### src/rtl/pic_pkg.sv
// Shared types, widths and the lowest-set-bit helper for the INTA sequencer.
package pic_pkg;

    localparam int unsigned VEC_W   = 8;
    localparam int unsigned LVL_W   = 3;
    localparam int unsigned NUM_LVL = 8;
    localparam int unsigned BASE_W  = VEC_W - LVL_W;

    typedef enum logic [2:0] {
        IDLE  = 3'd0,
        REQ   = 3'd1,
        ACK1  = 3'd2,
        WAIT2 = 3'd3,
        VEC   = 3'd4
    } state_e;

    typedef struct packed {
        logic             valid;
        logic [LVL_W-1:0] idx;
    } lowest_t;

    // Index of the lowest set bit (bit 0 = highest priority) plus a valid flag.
    function automatic lowest_t lowest_set8(input logic [NUM_LVL-1:0] v);
        lowest_t r;
        r.valid = 1'b0;
        r.idx   = '0;
        for (int i = NUM_LVL - 1; i >= 0; i--) begin
            if (v[i]) begin
                r.valid = 1'b1;
                r.idx   = LVL_W'(i);
            end
        end
        return r;
    endfunction

endpackage

### src/rtl/inta_sequencer_if.sv
// CPU / priority-resolver facing bus of the INTA sequencer.
interface inta_sequencer_if;
    import pic_pkg::*;

    logic [NUM_LVL-1:0] irr_m;
    logic               isprior;
    logic               inta;
    logic               eoi;
    logic               eoi_sl;
    logic [LVL_W-1:0]   eoi_lvl;
    logic               aeoi;
    logic               int_o;
    logic [NUM_LVL-1:0] isr;
    logic [NUM_LVL-1:0] irr_clr;
    logic [VEC_W-1:0]   vec;
    logic               vec_oe;

    modport master (
        output irr_m, isprior, inta, eoi, eoi_sl, eoi_lvl, aeoi,
        input  int_o, isr, irr_clr, vec, vec_oe
    );

    modport slave (
        input  irr_m, isprior, inta, eoi, eoi_sl, eoi_lvl, aeoi,
        output int_o, isr, irr_clr, vec, vec_oe
    );

endinterface

### src/rtl/prio_enc8.sv
// Combinational lowest-index encoder over eight request/service bits.
module prio_enc8
    import pic_pkg::*;
(
    input  logic [NUM_LVL-1:0] in,
    output logic [LVL_W-1:0]   idx,
    output logic               valid
);

    lowest_t res;

    // Bit 0 wins; valid is low when no bit is set.
    always_comb begin
        res   = lowest_set8(in);
        idx   = res.idx;
        valid = res.valid;
    end

endmodule

### src/rtl/inta_sequencer.sv
// 8086-mode two-pulse INTA sequencer with ISR and EOI handling.
// Optional auto-EOI: define PIC_AEOI_EN to honour the aeoi input.
module inta_sequencer
    import pic_pkg::*;
#(
    parameter logic [BASE_W-1:0] VEC_BASE = 5'h08
) (
    input  logic              clk,
    input  logic              rst_n,
    inta_sequencer_if.slave   bus
);

    state_e             state_q, state_d;
    logic               inta_q;
    logic [LVL_W-1:0]   lvl_q, lvl_d;
    logic               spur_q, spur_d;
    logic               int_o_q, int_o_d;
    logic [NUM_LVL-1:0] isr_q, isr_d;
    logic [NUM_LVL-1:0] irr_clr_q, irr_clr_d;
    logic [VEC_W-1:0]   vec_q, vec_d;
    logic               vec_oe_q, vec_oe_d;

    logic [NUM_LVL-1:0] set_mask, clr_mask;
    logic [LVL_W-1:0]   ack_idx, eoi_idx;
    logic               ack_vld, eoi_vld;
    logic               inta_rise_c, inta_fall_c, ack_take_c, aeoi_clr_c;

    assign inta_rise_c = bus.inta & ~inta_q;
    assign inta_fall_c = ~bus.inta & inta_q;
    assign ack_take_c  = (state_q == REQ) && inta_rise_c;

    prio_enc8 u_ack_enc (.in(bus.irr_m), .idx(ack_idx), .valid(ack_vld));
    prio_enc8 u_eoi_enc (.in(isr_q),     .idx(eoi_idx), .valid(eoi_vld));

`ifdef PIC_AEOI_EN
    assign aeoi_clr_c = (state_q == VEC) && inta_fall_c && bus.aeoi && !spur_q;
`else
    logic unused_aeoi;
    assign unused_aeoi = bus.aeoi;
    assign aeoi_clr_c  = 1'b0;
`endif

    // State register.
    always_ff @(posedge clk or negedge rst_n) begin
        if (!rst_n) state_q <= IDLE;
        else        state_q <= state_d;
    end

    // Next-state logic; ACK1 is a single-cycle hop into WAIT2.
    always_comb begin
        state_d = state_q;
        case (state_q)
            IDLE:    if (bus.isprior && (|bus.irr_m)) state_d = REQ;
            REQ:     if (inta_rise_c)                 state_d = ACK1;
                     else if (!bus.isprior)           state_d = IDLE;
            ACK1:    state_d = WAIT2;
            WAIT2:   if (inta_rise_c)                 state_d = VEC;
            VEC:     if (inta_fall_c)                 state_d = IDLE;
            default: state_d = IDLE;
        endcase
    end

    // Output / datapath next values; an ACK set overrides a same-cycle EOI clear.
    always_comb begin
        lvl_d     = lvl_q;
        spur_d    = spur_q;
        irr_clr_d = '0;
        set_mask  = '0;
        clr_mask  = '0;
        if (ack_take_c) begin
            lvl_d  = ack_vld ? ack_idx : LVL_W'(7);
            spur_d = ~ack_vld;
            if (ack_vld) begin
                set_mask[ack_idx]  = 1'b1;
                irr_clr_d[ack_idx] = 1'b1;
            end
        end
        if (bus.eoi) begin
            if (bus.eoi_sl)   clr_mask[bus.eoi_lvl] = 1'b1;
            else if (eoi_vld) clr_mask[eoi_idx]     = 1'b1;
        end
        if (aeoi_clr_c) clr_mask[lvl_q] = 1'b1;
        isr_d    = (isr_q & ~clr_mask) | set_mask;
        int_o_d  = (state_d == REQ);
        vec_oe_d = (state_d == VEC);
        vec_d    = vec_oe_d ? {VEC_BASE, lvl_d} : '0;
    end

    // Registered outputs, INTA edge history and latched level.
    always_ff @(posedge clk or negedge rst_n) begin
        if (!rst_n) begin
            inta_q    <= 1'b0;
            lvl_q     <= '0;
            spur_q    <= 1'b0;
            int_o_q   <= 1'b0;
            isr_q     <= '0;
            irr_clr_q <= '0;
            vec_q     <= '0;
            vec_oe_q  <= 1'b0;
        end else begin
            inta_q    <= bus.inta;
            lvl_q     <= lvl_d;
            spur_q    <= spur_d;
            int_o_q   <= int_o_d;
            isr_q     <= isr_d;
            irr_clr_q <= irr_clr_d;
            vec_q     <= vec_d;
            vec_oe_q  <= vec_oe_d;
        end
    end

    assign bus.int_o   = int_o_q;
    assign bus.isr     = isr_q;
    assign bus.irr_clr = irr_clr_q;
    assign bus.vec     = vec_q;
    assign bus.vec_oe  = vec_oe_q;

endmodule

### src/flat_wrapper.sv
// flat-port wrapper written by rule: the top's interface ports become plain ports
module inta_sequencer_flat import pic_pkg::*;
#(
    parameter logic [BASE_W-1:0] VEC_BASE = 5'h08
)
  (clk, rst_n, bus_irr_m, bus_isprior, bus_inta, bus_eoi, bus_eoi_sl, bus_eoi_lvl, bus_aeoi, bus_int_o, bus_isr, bus_irr_clr, bus_vec, bus_vec_oe);
  inta_sequencer_if bus_i ();
  input  logic clk;
  input  logic rst_n;
  input wire logic [$bits(bus_i.irr_m)-1:0] bus_irr_m;
  input wire logic [$bits(bus_i.isprior)-1:0] bus_isprior;
  input wire logic [$bits(bus_i.inta)-1:0] bus_inta;
  input wire logic [$bits(bus_i.eoi)-1:0] bus_eoi;
  input wire logic [$bits(bus_i.eoi_sl)-1:0] bus_eoi_sl;
  input wire logic [$bits(bus_i.eoi_lvl)-1:0] bus_eoi_lvl;
  input wire logic [$bits(bus_i.aeoi)-1:0] bus_aeoi;
  output wire logic [$bits(bus_i.int_o)-1:0] bus_int_o;
  output wire logic [$bits(bus_i.isr)-1:0] bus_isr;
  output wire logic [$bits(bus_i.irr_clr)-1:0] bus_irr_clr;
  output wire logic [$bits(bus_i.vec)-1:0] bus_vec;
  output wire logic [$bits(bus_i.vec_oe)-1:0] bus_vec_oe;
  assign bus_i.irr_m = bus_irr_m;
  assign bus_i.isprior = bus_isprior;
  assign bus_i.inta = bus_inta;
  assign bus_i.eoi = bus_eoi;
  assign bus_i.eoi_sl = bus_eoi_sl;
  assign bus_i.eoi_lvl = bus_eoi_lvl;
  assign bus_i.aeoi = bus_aeoi;
  assign bus_int_o = bus_i.int_o;
  assign bus_isr = bus_i.isr;
  assign bus_irr_clr = bus_i.irr_clr;
  assign bus_vec = bus_i.vec;
  assign bus_vec_oe = bus_i.vec_oe;
  inta_sequencer #(.VEC_BASE(VEC_BASE)) u_core (.clk(clk), .rst_n(rst_n), .bus(bus_i));
endmodule
### config.mk
export PLATFORM = sky130hd
export DESIGN_NAME = inta_sequencer_flat
export DESIGN_NICKNAME = d
export VERILOG_FILES = /design/src/rtl/pic_pkg.sv /design/src/rtl/inta_sequencer_if.sv /design/src/rtl/prio_enc8.sv /design/src/rtl/inta_sequencer.sv /design/src/flat_wrapper.sv
export SDC_FILE = /design/constraint.sdc
export NUM_CORES = 1
export LEC_CHECK = 0
export BUFFER_PORTS_ARGS = -buffer_cell sky130_fd_sc_hd__buf_2
export CAP_MARGIN = 20
export CORE_MARGIN = 8
export CORE_UTILIZATION = 45
export CTS_CLUSTER_SIZE = 14
export DETAILED_ROUTE_END_ITERATION = 8
export PLACE_DENSITY = 0.81
export SLEW_MARGIN = 25
export SYNTH_ARGS = -nofsm -noshare
export SYNTH_HDL_FRONTEND = slang
export SYNTH_SLANG_ARGS = --single-unit
### constraint.sdc
create_clock -name clk -period 3.31 [get_ports clk]
set_input_delay 0.662 -clock clk [delete_from_list [all_inputs] [get_ports clk]]
set_output_delay 0.662 -clock clk [all_outputs]
set_load 0.005 [all_outputs]
==> flow_summary.toml <==
[logic_synthesis]
yosysUniqueCellTypes = 41
syn-cell-area_um2 = 1330
synthCells = 126
ys_seq_area_share_pct = 52.5
yosys_warnings = 0
ys_ff_latch = 28
synthTopCellsByArea = "dfrtp_1, nor2_1, a21o_1"
synth_top_area_cell = "dfrtp_1"
synth_top_cell_area_share_pct = 52.5
synth.avg_cell_area_um2 = 10.6

[timing]
fin_crit_ns = 1.63
worst_slew_pin_slew_ns = 0.627
slew_viol_final = 0
setup_violations = 0
worst_clock_skew_ns = 0.00591
final.period_utilization_pct = 49.4
relSlewSlack_pct = 58.2
hold_ws_ns = 0.323
finalHoldViolations = 0
setup_tns_ns = 0
rsz0062_at_grt = "false"
fmaxAchievable_mhz = 612

[floorplan]
pin_count = 44
core-area_um2 = 2780
die_w_um = 70.4
row_count = 19
dieHeight_um = 70.4
dieArea_um2 = 4960
start_util_pct = 48.0

[clock_network]
cts_tree = "built"
clk_latency_ns = 0.32
cts_htree_levels = 1
clock_path_buffers = 2
root_buffer = "clkbuf_4"
cts_setup_buffers = 0
hold_buffers = 0
clock-sinks = 28
cts-buffers-inserted = 3
post_cts_resized = 0
clkSlewWorstSetupHoldPaths_ns = 0.13

[pwr]
vdd_drop_max_v = 0.000402
pwr-share-comb_pct = 25.8
seq_power_share_pct = 57.6
p_clk_share_pct = 16.6
switchingPower_uw = 258
p_per_area_nw_per_um2 = 509
netSwitchingFraction_pct = 32.6
leakage_nw = 0.816
internal_power_uw = 534

[worst_setup_path]
slowest_delay_ns = 0.49
cp_slowest_cell = "dfrtp_1"
crit_chain = "buf_2"
crit_fanout = 8
cp-end-kind = "primary output"
cp_data_arrival_time_ns = 0.97
cp-start-kind = "flop"
r2r_cells = 4
crit_cells = 1
path_buf_inv = 1
cp.required_ns = 2.65
path_class = "reg2out"
path_delay_family = "flip-flops"

[routing]
drtIter0Drc = 44
drt-wirelength-per-cell_um = 15.5
dr.pass1.iters = 4
vias = 1091
ant_nets = 0
via_per_inst = 5.59
drc = 0
wirelength_mm = 3.03

[global_route]
use_met3_pct = 3.67
antenna_found_initial = 0
track_usage_pct = 12.6
first_global_vias = 1206
grt_max_degree = 29
top_usage_layer = "met2"
grt_pass1_wl_mm = 5.31
grt-ovfl-total = 0
grtUsageMet2_pct = 22.7
grt_use_met1_pct = 13.5

[hold_path]
min_path_type = "in2async"

[place]
place_congestion = 0.852
placedCellCount = 192
portBuffers = 38
place_area_um2 = 1530
dp_hpwl_mm = 2.44

[final_layout]
diodes = 0
drive_above_1_share_pct = 27.4
finalNonFillerCells = 195
design_area_um2 = 1560
area_growth_pct = 16.6
layout.nets = 184

[run_status]
run_status = "completed"

[run]
drv_cap = 0
-- registers in the layout, summed over array words and instances, names as in the netlist --
register            count
u_core.bus.irr_clr      8
u_core.state_q          3
u_core.bus.vec          4
u_core.bus.isr          8
u_core.lvl_q            3
u_core.inta_q           1
u_core.bus.int_o        1
-- cell type report --
type                    instances  area [um^2]
inverters                       3         11.3
fillers                       259         1230
repair buffers                 38          190
flip-flops and latches         28          701
multi-input cells              92          592
clock buffers                   3         22.5
well taps                      31         38.8
-- layout by cell type, fill, tap and decap left out, types with 3 or more instances in the layout --
cell type / n
a21oi_1: 3
nor3_1: 4
and2_1: 6
o21ai_0: 7
nand3_1: 4
nand2_1: 4
buf_2: 38
nor3b_1: 3
nor2_1: 14
conb_1: 4
dfrtp_1: 28
inv_1: 3
a21o_1: 5
nand2b_1: 3
o21ai_1: 4
clkbuf_4: 3
-- metrics by stage --
step                total power [mW]  worst slack [ns]  util, %
floorplan                      0.589              1.67        -
global placement               0.654              1.49     55.1
detailed placement             0.669              1.43     55.1
CTS                            0.800              1.67     55.9
global route                   0.851              1.61     55.9
finish                         0.792              1.68     55.9
-- layer usage --
layer	part of all wire, %	wire [um]
met2	48	1460
met5	0	0
met4	1.5	46
met1	43	1310
met3	7.2	217
-- synthesized netlist by cell type, drive strengths merged --
cell type,instances
dfrtp,28
nor2,14
o21ai,11
and2,6
a21o,5
buf,5
nor3,5
nand2,4
nand3,4
a21oi,3
inv,3
nand2b,3
nor3b,3
nor4,3
or2,3
a21boi,2
a31o,2
nand3b,2
nor2b,2
o22ai,2
a221o,1
a221oi,1
a32oi,1
and3b,1
clkbuf,1
conb,1
mux2,1
nand4,1
nor4bb,1
o2111a,1
o221a,1
o22a,1
o2bb2ai,1
o31ai,1
o32ai,1
xor2,1
-- power groups by stage --
| stage | clock [mW] | combinational (mW) | sequential, mW |
|---|---|---|---|
| after CTS | 0.136 | 0.208 | 0.456 |
| final | 0.131 | 0.205 | 0.456 |
| after floorplan | 0 | 0.133 | 0.456 |
| after global placement | 0 | 0.196 | 0.458 |
| after detailed placement | 0 | 0.207 | 0.462 |
| after global routing | 0.148 | 0.238 | 0.465 |
-- cell families after synthesis --
family / count (synthesis) / synth area share [%]
other: 1 / 0.281
multiplexers: 1 / 0.844
flip-flops: 28 / 52.5
XOR/XNOR: 1 / 0.657
AO/OA/AOI/OAI: 34 / 17.7
AND/OR/NAND/NOR: 52 / 24.0
buffers and inverters: 9 / 3.94
-- path summary, 6_finish.rpt --
| path | startpoint | endpoint | slack, ns |
|---|---|---|---|
| worst max-delay path | u_core.bus.isr[0]$_DFF_PN0_ | bus_isr[0] | 1.68 |
| worst min-delay path | rst_n | u_core.state_q[0]$_DFF_PN0_ | 0.32 |
| worst max register to register | u_core.inta_q$_DFF_PN0_ | u_core.bus.vec[1]$_DFF_PN0_ | 1.81 |
| worst min register to register | u_core.lvl_q[1]$_DFF_PN0_ | u_core.lvl_q[1]$_DFF_PN0_ | 0.49 |
| max in group asynchronous | rst_n | u_core.bus.irr_clr[1]$_DFF_PN0_ | 2.60 |
| min in group clk | u_core.lvl_q[1]$_DFF_PN0_ | u_core.lvl_q[1]$_DFF_PN0_ | 0.49 |
Note: power is estimated with default switching activity, not from simulation.
